### config.mk
export PLATFORM = sky130hd
export DESIGN_NAME = twitchcore_mem_arbiter
export DESIGN_NICKNAME = d
export VERILOG_FILES = /design/src/rtl/twitchcore_pkg.sv /design/src/rtl/twitchcore_mem_arbiter.sv
export SDC_FILE = /design/constraint.sdc
export NUM_CORES = 1
export LEC_CHECK = 0
export ABC_AREA = 1
export CORE_ASPECT_RATIO = 2
export CORE_MARGIN = 2
export CORE_UTILIZATION = 39
export CTS_BUF_LIST = sky130_fd_sc_hd__clkbuf_4 sky130_fd_sc_hd__clkbuf_8
export DETAILED_ROUTE_END_ITERATION = 10
export HOLD_SLACK_MARGIN = 0.08
export PLACE_DENSITY = 0.89
export SYNTH_ARGS = -nofsm -noshare
export SYNTH_HDL_FRONTEND = slang
export SYNTH_SLANG_ARGS = --single-unit
### constraint.sdc
create_clock -name clk -period 5.8 [get_ports clk]
set_clock_uncertainty 0.1 [all_clocks]
set_input_delay 1.16 -clock clk [delete_from_list [all_inputs] [get_ports clk]]
set_output_delay 1.16 -clock clk [all_outputs]
set_load 0.01 [all_outputs]
### src/rtl/twitchcore_pkg.sv
// Shared types and constants for the twitchcore memory subsystem.
package twitchcore_pkg;

    localparam int WORD_W         = 32;
    localparam int DEFAULT_MEM_AW = 14;

    typedef enum logic [1:0] {OWN_NONE, OWN_I, OWN_D} mem_owner_t;

    // A byte address is in range when every bit above the RAM word index is zero.
    function automatic logic addr_in_range(input logic [WORD_W-1:0] addr, input int aw);
        return (addr >> (aw + 2)) == '0;
    endfunction

endpackage

### src/rtl/twitchcore_mem_arbiter.sv
// Shares one single-port word RAM between instruction fetch and load/store,
// data-first with aging so fetch cannot starve; flags out-of-range accesses.
module twitchcore_mem_arbiter
    import twitchcore_pkg::*;
#(
    parameter int MEM_AW   = DEFAULT_MEM_AW,
    parameter int MAX_WAIT = 3
) (
    input  logic              clk,
    input  logic              reset,
    input  logic              i_req,
    input  logic [WORD_W-1:0] i_addr,
    output logic              i_gnt,
    output logic              i_rvalid,
    output logic [WORD_W-1:0] i_rdata,
    input  logic              d_req,
    input  logic              d_we,
    input  logic [3:0]        d_be,
    input  logic [WORD_W-1:0] d_addr,
    input  logic [WORD_W-1:0] d_wdata,
    output logic              d_gnt,
    output logic              d_rvalid,
    output logic [WORD_W-1:0] d_rdata,
    output logic              mem_en,
    output logic [3:0]        mem_we,
    output logic [MEM_AW-1:0] mem_addr,
    output logic [WORD_W-1:0] mem_wdata,
    input  logic [WORD_W-1:0] mem_rdata,
    output logic              fault
);

    localparam logic [3:0] MAX_CNT = 4'(MAX_WAIT);

    logic              i_ok;
    logic              d_ok;
    logic [3:0]        wait_cnt;
    mem_owner_t        owner_q;
    mem_owner_t        owner_d;
    logic              zero_q;
    logic              zero_d;
    logic              fault_q;
    logic [WORD_W-1:0] i_hold;
    logic [WORD_W-1:0] d_hold;
    logic [WORD_W-1:0] resp;

    assign i_ok = addr_in_range(i_addr, MEM_AW);
    assign d_ok = addr_in_range(d_addr, MEM_AW);

    // Winner selection plus the RAM command for the winning port; reset blocks all grants.
    always_comb begin
        i_gnt     = 1'b0;
        d_gnt     = 1'b0;
        owner_d   = OWN_NONE;
        zero_d    = 1'b0;
        mem_en    = 1'b0;
        mem_we    = 4'b0;
        mem_addr  = '0;
        mem_wdata = '0;
        if (!reset) begin
            if (i_req && (!d_req || wait_cnt == MAX_CNT)) begin
                i_gnt    = 1'b1;
                owner_d  = OWN_I;
                zero_d   = !i_ok;
                mem_en   = i_ok;
                mem_addr = i_addr[MEM_AW+1:2];
            end else if (d_req) begin
                d_gnt    = 1'b1;
                owner_d  = OWN_D;
                zero_d   = d_we || !d_ok;
                mem_en   = d_ok;
                mem_addr = d_addr[MEM_AW+1:2];
                if (d_we && d_ok) begin
                    mem_we    = d_be;
                    mem_wdata = d_wdata;
                end
            end
        end
    end

    always_ff @(posedge clk or posedge reset) begin
        if (reset) begin
            owner_q  <= OWN_NONE;
            zero_q   <= 1'b0;
            wait_cnt <= 4'd0;
            fault_q  <= 1'b0;
            i_hold   <= '0;
            d_hold   <= '0;
        end else begin
            owner_q <= owner_d;
            zero_q  <= zero_d;
            fault_q <= fault_q | (i_gnt & !i_ok) | (d_gnt & !d_ok);
            if (i_req && !i_gnt)
                wait_cnt <= (wait_cnt == MAX_CNT) ? wait_cnt : wait_cnt + 4'd1;
            else
                wait_cnt <= 4'd0;
            if (owner_q == OWN_I)
                i_hold <= i_rdata;
            if (owner_q == OWN_D)
                d_hold <= d_rdata;
        end
    end

    // Stores and out-of-range accesses answer with zero instead of RAM data.
    assign resp     = zero_q ? '0 : mem_rdata;
    assign i_rvalid = (owner_q == OWN_I);
    assign d_rvalid = (owner_q == OWN_D);
    assign i_rdata  = i_rvalid ? resp : i_hold;
    assign d_rdata  = d_rvalid ? resp : d_hold;
    assign fault    = fault_q;

endmodule
# Yosys cells after proc, flatten, opt, wreduce, memory -nomap -nowiden
# Cells that the tools add are included.
dict set report word_totals {
  wordCells 56
  out_inout_bits 120
  inputBits 137
  register_bits 72
}
dict set report op_classes {
  eq_ne 4
  n_mux 30
  n_reduce_logical 11
  bitwise 4
  add_sub_neg 1
}
# cell count
set ops {}
lappend ops {{32-bit two-way mux} 7}
lappend ops {{32-bit logical NOT} 2}
lappend ops {{14-bit two-way mux} 3}
lappend ops {{4-bit two-way mux} 6}
lappend ops {{1-bit two-way mux} 11}
lappend ops {{2-bit two-way mux} 3}
lappend ops {{4-bit by 1-bit adder with 4-bit output (second input constant)} 1}
lappend ops {{4-bit by 2-bit equality test with 1-bit output (second input constant)} 1}
lappend ops {{1-bit logical NOT} 4}
lappend ops {{1-bit logical AND} 3}
lappend ops {{1-bit AND} 2}
lappend ops {{2-bit by 1-bit equality test with 1-bit output (second input constant)} 1}
lappend ops {{2-bit equality test (second input constant)} 1}
lappend ops {{1-bit logical OR} 2}
lappend ops {{2-bit inequality test (second input constant)} 1}
lappend ops {{1-bit OR} 2}

# Longest topological paths before layout
# Gate-level depths: netlist of run 1.
dict set report depth {
  depth_word 8
  depth_mapped 8
  mapped_depth_nobuf 7
}

# Worst setup path before layout of run 1
# Ideal clock, no wire load.
dict set report synth_timing {
  path_type {input to output}
  from {in reset}
  to {out mem_wdata[0]}
  slack_ns 0.895
  path_stages 6
  required_time_ns 4.540
  path_buffers 1
  t_arrival_ns 3.645
  cell_sequence {inv_1 -> nand2_1 -> a21oi_4 -> buf_6 -> nand2_1 -> nor2_1}
}
dict set report synth_via {
  elab_chain_cells 1
}
# element line
set synth_lines {}
lappend synth_lines {{start: declaration} twitchcore_mem_arbiter.sv:10} ;# input logic reset,
lappend synth_lines {{32-bit two-way mux} twitchcore_mem_arbiter.sv:59} ;# if (!reset) begin
lappend synth_lines {{end: declaration} twitchcore_mem_arbiter.sv:27} ;# output logic [WORD_W-1:0] mem_wdata,
# Every way passes these cells.

# Worst setup path in the final report of run 1
dict set report layout_timing {
  from {in reset}
  to {out mem_addr[8]}
}
dict set report layout_via {
  elab_chain_cells 1
}
# element line
set layout_lines {}
lappend layout_lines {{14-bit two-way mux} twitchcore_mem_arbiter.sv:59}
lappend layout_lines {{end: declaration} twitchcore_mem_arbiter.sv:26} ;# output logic [MEM_AW-1:0] mem_addr,
# Every way passes these cells.

==> impl_metrics.ini, run 1 <==
[cells_and_area]
final_util_pct = 64.9
final_cells = 864
area_delta_synth_final_pct = 64.1
drive_gt1_share_pct = 21.9
layout_common_cells = clkdlybuf4s50_1 (252), mux2_2 (128), nand2_1 (98)
nets = 855
layout_commonest_cell = clkdlybuf4s50_1
finish.instance_area_um2 = 7230
n_antenna_cell = 0

[sta]
max_freq_mhz = 205
max_slew_margin_pct = 38.6
min_period_over_period_pct = 84.2
finalSetupTns_ns = 0
worstMarginPinSlew_ns = 0.921
finalHoldViolations = 0
slew_viol_final = 0
setup_viol = 0
period_minus_slack_ns = 4.88
rsz0062_at_grt = false
timing.hold.ws_ns = 0.395

[place]
place_inst = 848
placed_area_um2 = 7000
port_buffers = 252
place_congestion = 0.810
post-dp-hpwl_mm = 13.4

[floorplanning]
die_h_um = 154
std_cell_rows = 55
die_width_um = 79.2
fp.coreArea_um2 = 11100
start_util_pct = 39.5
num_io_pins = 257
dieArea_um2 = 12200

[route]
drc = 0
drt-total-wl_mm = 16.2
ant_nets = 0
drtPass1Iterations = 4
wl_per_cell_um = 18.8
via_per_inst = 4.77
drt-initial-drc-count = 149
routed-via-count = 4120

[global_routing]
grt_max_degree = 73
grt_pass1_wl_mm = 23.3
antenna_found_initial = 0
grt_pass1_vias = 4124
grt_remaining_overflow = 0
track_usage_pct = 26.2

[cts]
cts_hold_buf = 0
clock_latency_ns = 0.35
cts_setup_buffers = 0
clockRootBuffer = clkbuf_8
cts.sinks = 72
cts_buffers = 9
cts_tree = built
cts_resized = 0
cts.htree.levels = 3
clockBufferDepth = 2
clk_pin_slew_ns = 0.08

[logic_synthesis]
yosys_warnings = 0
syn_inst = 473
synth_nets = 611
yosysTopAreaCellShare_pct = 40.9
ys_types = 18
synth_area_leaders = dfrtp_1 (41%), mux2_2 (33%), nand2_1 (8.3%), nor2_1 (8.0%), inv_1 (3.4%)
ys_ff_latch = 72
syn_avg_cell_area_um2 = 9.32
synth_area_leader_cell = dfrtp_1
ys_seq_area_share_pct = 40.9
synth_area_um2 = 4410

[run_status]
outcome = complete, no violations

[setup_path]
startpoint_type = input port
path_common_cell = nand2_1
crit_slowest_cell = clkdlybuf4s50_1
cp_max_fo = 37
cp_cell_sequence = clkdlybuf4s50_1 -> inv_2 -> nand2_1 -> a21oi_4 -> buf_4 -> nand2_1 -> nand2_1 -> clkdlybuf4s50_1
path_class = input port to output pin
cp.required_ns = 4.54
cp.arrival_ns = 3.62
critPathMaxStageDelay_ns = 0.67
worstSetupEndpointType = output pin

[pwr]
ir_worst_vdd_uv = 186
powerDensity_nw_per_um2 = 251
leakage_nw = 3.11

[hold_path]
hold_path_class = flip-flop to flip-flop

[flow_run]
cap_violations = 0
==> flip-flops by register name, indices dropped and copies added, names as in the netlist <==
signal	count
wait_cnt	4
fault	1
owner_q	2
i_hold	32
d_hold	32
zero_q	1
==> per-layer routing <==
metal	up-vias	share of wire, %	track usage (%)
li1	1997	-	-
met1	1852	38	29.7
met2	251	45	41.8
met3	20	13	13.0
met4	0	3.0	10.3
met5	-	0	0
==> layout make-up <==
cell class,count,area (µm²)
clock buffer,10,138
clock inverter,6,90.1
fill,928,3920
inverter,40,150
multi-input combinational,335,2300
sequential,72,1800
tap,142,178
timing repair buffer,259,2570
==> synth_stat cells, drive strengths merged <==
cell type / n
o2111ai: 1
xor2: 3
buf: 23
o21ai: 2
ha: 1
inv: 40
clkbuf: 3
a21oi: 1
nor2: 95
mux2: 128
dfrtp: 72
nand2: 100
nand3: 4
==> power breakdown <==
part	internal (mW)	switching [mW]	leakage [nW]
Combinational	0.439	0.262	2.10
Clock	0.255	0.198	0.113
Sequential	0.607	0.0521	0.901
Total	1.30	0.512	3.11
==> worst max-delay path: cells and delay by family <==
family | cells | cell delay, ns
buffers and inverters | 4 | 1.58
AOI/OAI and AO/OA | 1 | 0.62
and+or+nand+nor | 3 | 0.24
==> worst paths after layout <==
check / start / depth (start not counted) / end / slack, ns
hold / removal: fault / 2 / fault / 0.39
setup / recovery: reset / 8 / mem_addr[8] / 0.92
setup reg to reg: owner_q[1] / 4 / d_hold[29] / 3.57
hold reg to reg: fault / 2 / fault / 0.39
min in group asynchronous: reset / 3 / fault / 1.44
max in group asynchronous: reset / 3 / owner_q[1] / 3.52
==> cell families (layout without fill, tap and decap cells) <==
family,after synthesis,in the layout,share of synthesized area [%]
AO/OA/AOI/OAI,4,4,0.795
AND/OR/NAND/NOR,199,199,17.5
buffers and inverters,66,315,7.29
multiplexers,128,128,32.7
XOR/XNOR,3,3,0.596
adder cells (fa/ha/maj),1,1,0.284
flip-flops,72,72,40.9
==> stage by stage <==
stage	worst slack, ns	total power [mW]
after detailed placement	0.923	1.37
final	0.916	1.81
after CTS	0.923	1.83
after global placement	0.953	1.34
after floorplan	0.895	0.994
after global routing	0.748	1.91
Note: power is estimated with default switching activity, not from simulation.
==> inputs of run 2 (changes only) <==
clock period = 4.74 ns   (was 5.8 ns; I/O delays follow)
==> impl_metrics.ini, run 2 (synthesis results as in run 1) <==
[sta]
max_slew_margin_pct = 39.6
slew_viol_final = 0
setup_viol = 0
min_period_over_period_pct = 89.0
worstMarginPinSlew_ns = 0.907
max_freq_mhz = 237
finalHoldViolations = 0
finalSetupTns_ns = 0
period_minus_slack_ns = 4.22
rsz0062_at_grt = false

[setup_path]
cp_max_fo = 23
cp_cell_sequence = clkdlybuf4s50_1 -> inv_2 -> nand2_1 -> a21oi_4 -> buf_4 -> nand2_1 -> nor2_1 -> clkdlybuf4s50_1
critPathMaxStageDelay_ns = 0.62
critPathTopFamily = buffers and inverters
crit_slowest_cell = clkdlybuf4s50_1
cp.required_ns = 3.69
path_class = input port to output pin
worstSetupEndpointType = output pin
crit_buf_inv = 4
cp.arrival_ns = 3.17
startpoint_type = input port

[cts]
cts_hold_buf = 0
clockBufferDepth = 2
cts.sinks = 72
cts.htree.levels = 3
cts_buffers = 9
cts_tree = built
cts_resized = 0
clockRootBuffer = clkbuf_8
clk_pin_slew_ns = 0.07
clock_latency_ns = 0.34
cts_setup_buffers = 0

[cells_and_area]
layout_common_cells = clkdlybuf4s50_1 (248), mux2_2 (128), nand2_1 (98)
finish.instance_area_um2 = 7290
drive_gt1_share_pct = 22.8
n_antenna_cell = 0
layout_commonest_cell = clkdlybuf4s50_1
final_cells = 867
area_delta_synth_final_pct = 65.3
nets = 858
final_util_pct = 65.4
largestRegisters = d_hold x32, i_hold x32, wait_cnt x4

[route]
via_per_inst = 4.77
wl_met2_mm = 7.29
drc = 0
wl_per_cell_um = 18.3
top_layer_used = met4
wl_met1_mm = 6.01
drt-total-wl_mm = 15.9
ant_nets = 0
drt-initial-drc-count = 127
drtPass1Iterations = 4
wl_met3_mm = 2.19
routed-via-count = 4132

[global_routing]
track_usage_pct = 25.7
grt_max_degree = 73
grt_pass1_wl_mm = 23.1
antenna_found_initial = 0
grt_pass1_vias = 4099
grt_remaining_overflow = 0

[floorplanning]
die_width_um = 79.2
std_cell_rows = 55
num_io_pins = 257
die_h_um = 154
start_util_pct = 39.5
fp.coreArea_um2 = 11100
dieArea_um2 = 12200

[place]
port_buffers = 252
post-dp-hpwl_mm = 13.2
place_inst = 851
placed_area_um2 = 7040
place_congestion = 0.804

[pwr]
p_int_mw = 1.64
switching_share_pct = 27.5
p_clk_share_pct = 26.5
ir_worst_vdd_uv = 203
combPwrFrac_pct = 37.8
leakage_nw = 3.15
pwr-share-seq_pct = 35.7
switching_power_mw = 0.623
powerDensity_nw_per_um2 = 311

[run_status]
outcome = complete, no violations

[hold_path]
hold_path_class = flip-flop to flip-flop

[flow_run]
cap_violations = 0
-- run 2: path summary, 6_finish.rpt --
| check | cells after the start | from | endpoint | slack (ns) |
|---|---|---|---|---|
| max | 8 | reset | mem_wdata[23] | 0.52 |
| min | 1 | i_hold[0] | i_hold[0] | 0.40 |
| max reg2reg | 4 | owner_q[1] | d_hold[8] | 2.74 |
| min reg2reg | 1 | i_hold[0] | i_hold[0] | 0.40 |
| max in group asynchronous | 3 | reset | d_hold[27] | 2.69 |
| min in group asynchronous | 3 | reset | wait_cnt[3] | 1.25 |
-- run 2: metrics by stage --
| step | power, mW | hold WS [ns] | setup slack [ns] |
|---|---|---|---|
| 3_5_place_dp | 1.68 | 0.383 | 0.503 |
| 2_1_floorplan | 1.22 | 0.377 | 0.259 |
| 6_report | 2.27 | 0.404 | 0.521 |
| 4_1_cts | 2.28 | 0.410 | 0.502 |
| 5_1_grt | 2.38 | 0.418 | 0.385 |
| 3_3_place_gp | 1.65 | 0.370 | 0.544 |
-- run 2: routing by layer --
layer,GRT usage (%),vias up
li1,-,2005
met1,29.0,1863
met2,41.6,248
met3,13.2,16
met4,8.54,0
met5,0,-
-- run 2: worst register-to-register path, cell delays in order (launching register included) --
cell	delay, ns
dfrtp_1	0.39
inv_1	0.09
nor2_4	0.50
buf_4	0.42
mux2_2	0.39
-- run 2: cell type report --
| cell class | instances | area (µm²) |
|---|---|---|
| Fill cell | 871 | 3860 |
| Timing Repair Buffer | 262 | 2610 |
| Multi-Input combinational cell | 335 | 2300 |
| Sequential cell | 72 | 1800 |
| Tap cell | 142 | 178 |
| Inverter | 40 | 150 |
| Clock buffer | 10 | 131 |
| Clock inverter | 6 | 115 |
-- run 2: power groups by stage --
stage / combinational (mW) / sequential (mW) / clock [mW]
6_report: 0.856 / 0.809 / 0.600
5_1_grt: 0.913 / 0.826 / 0.638
4_1_cts: 0.862 / 0.809 / 0.610
3_5_place_dp: 0.856 / 0.821 / 0
3_3_place_gp: 0.841 / 0.809 / 0
2_1_floorplan: 0.420 / 0.797 / 0
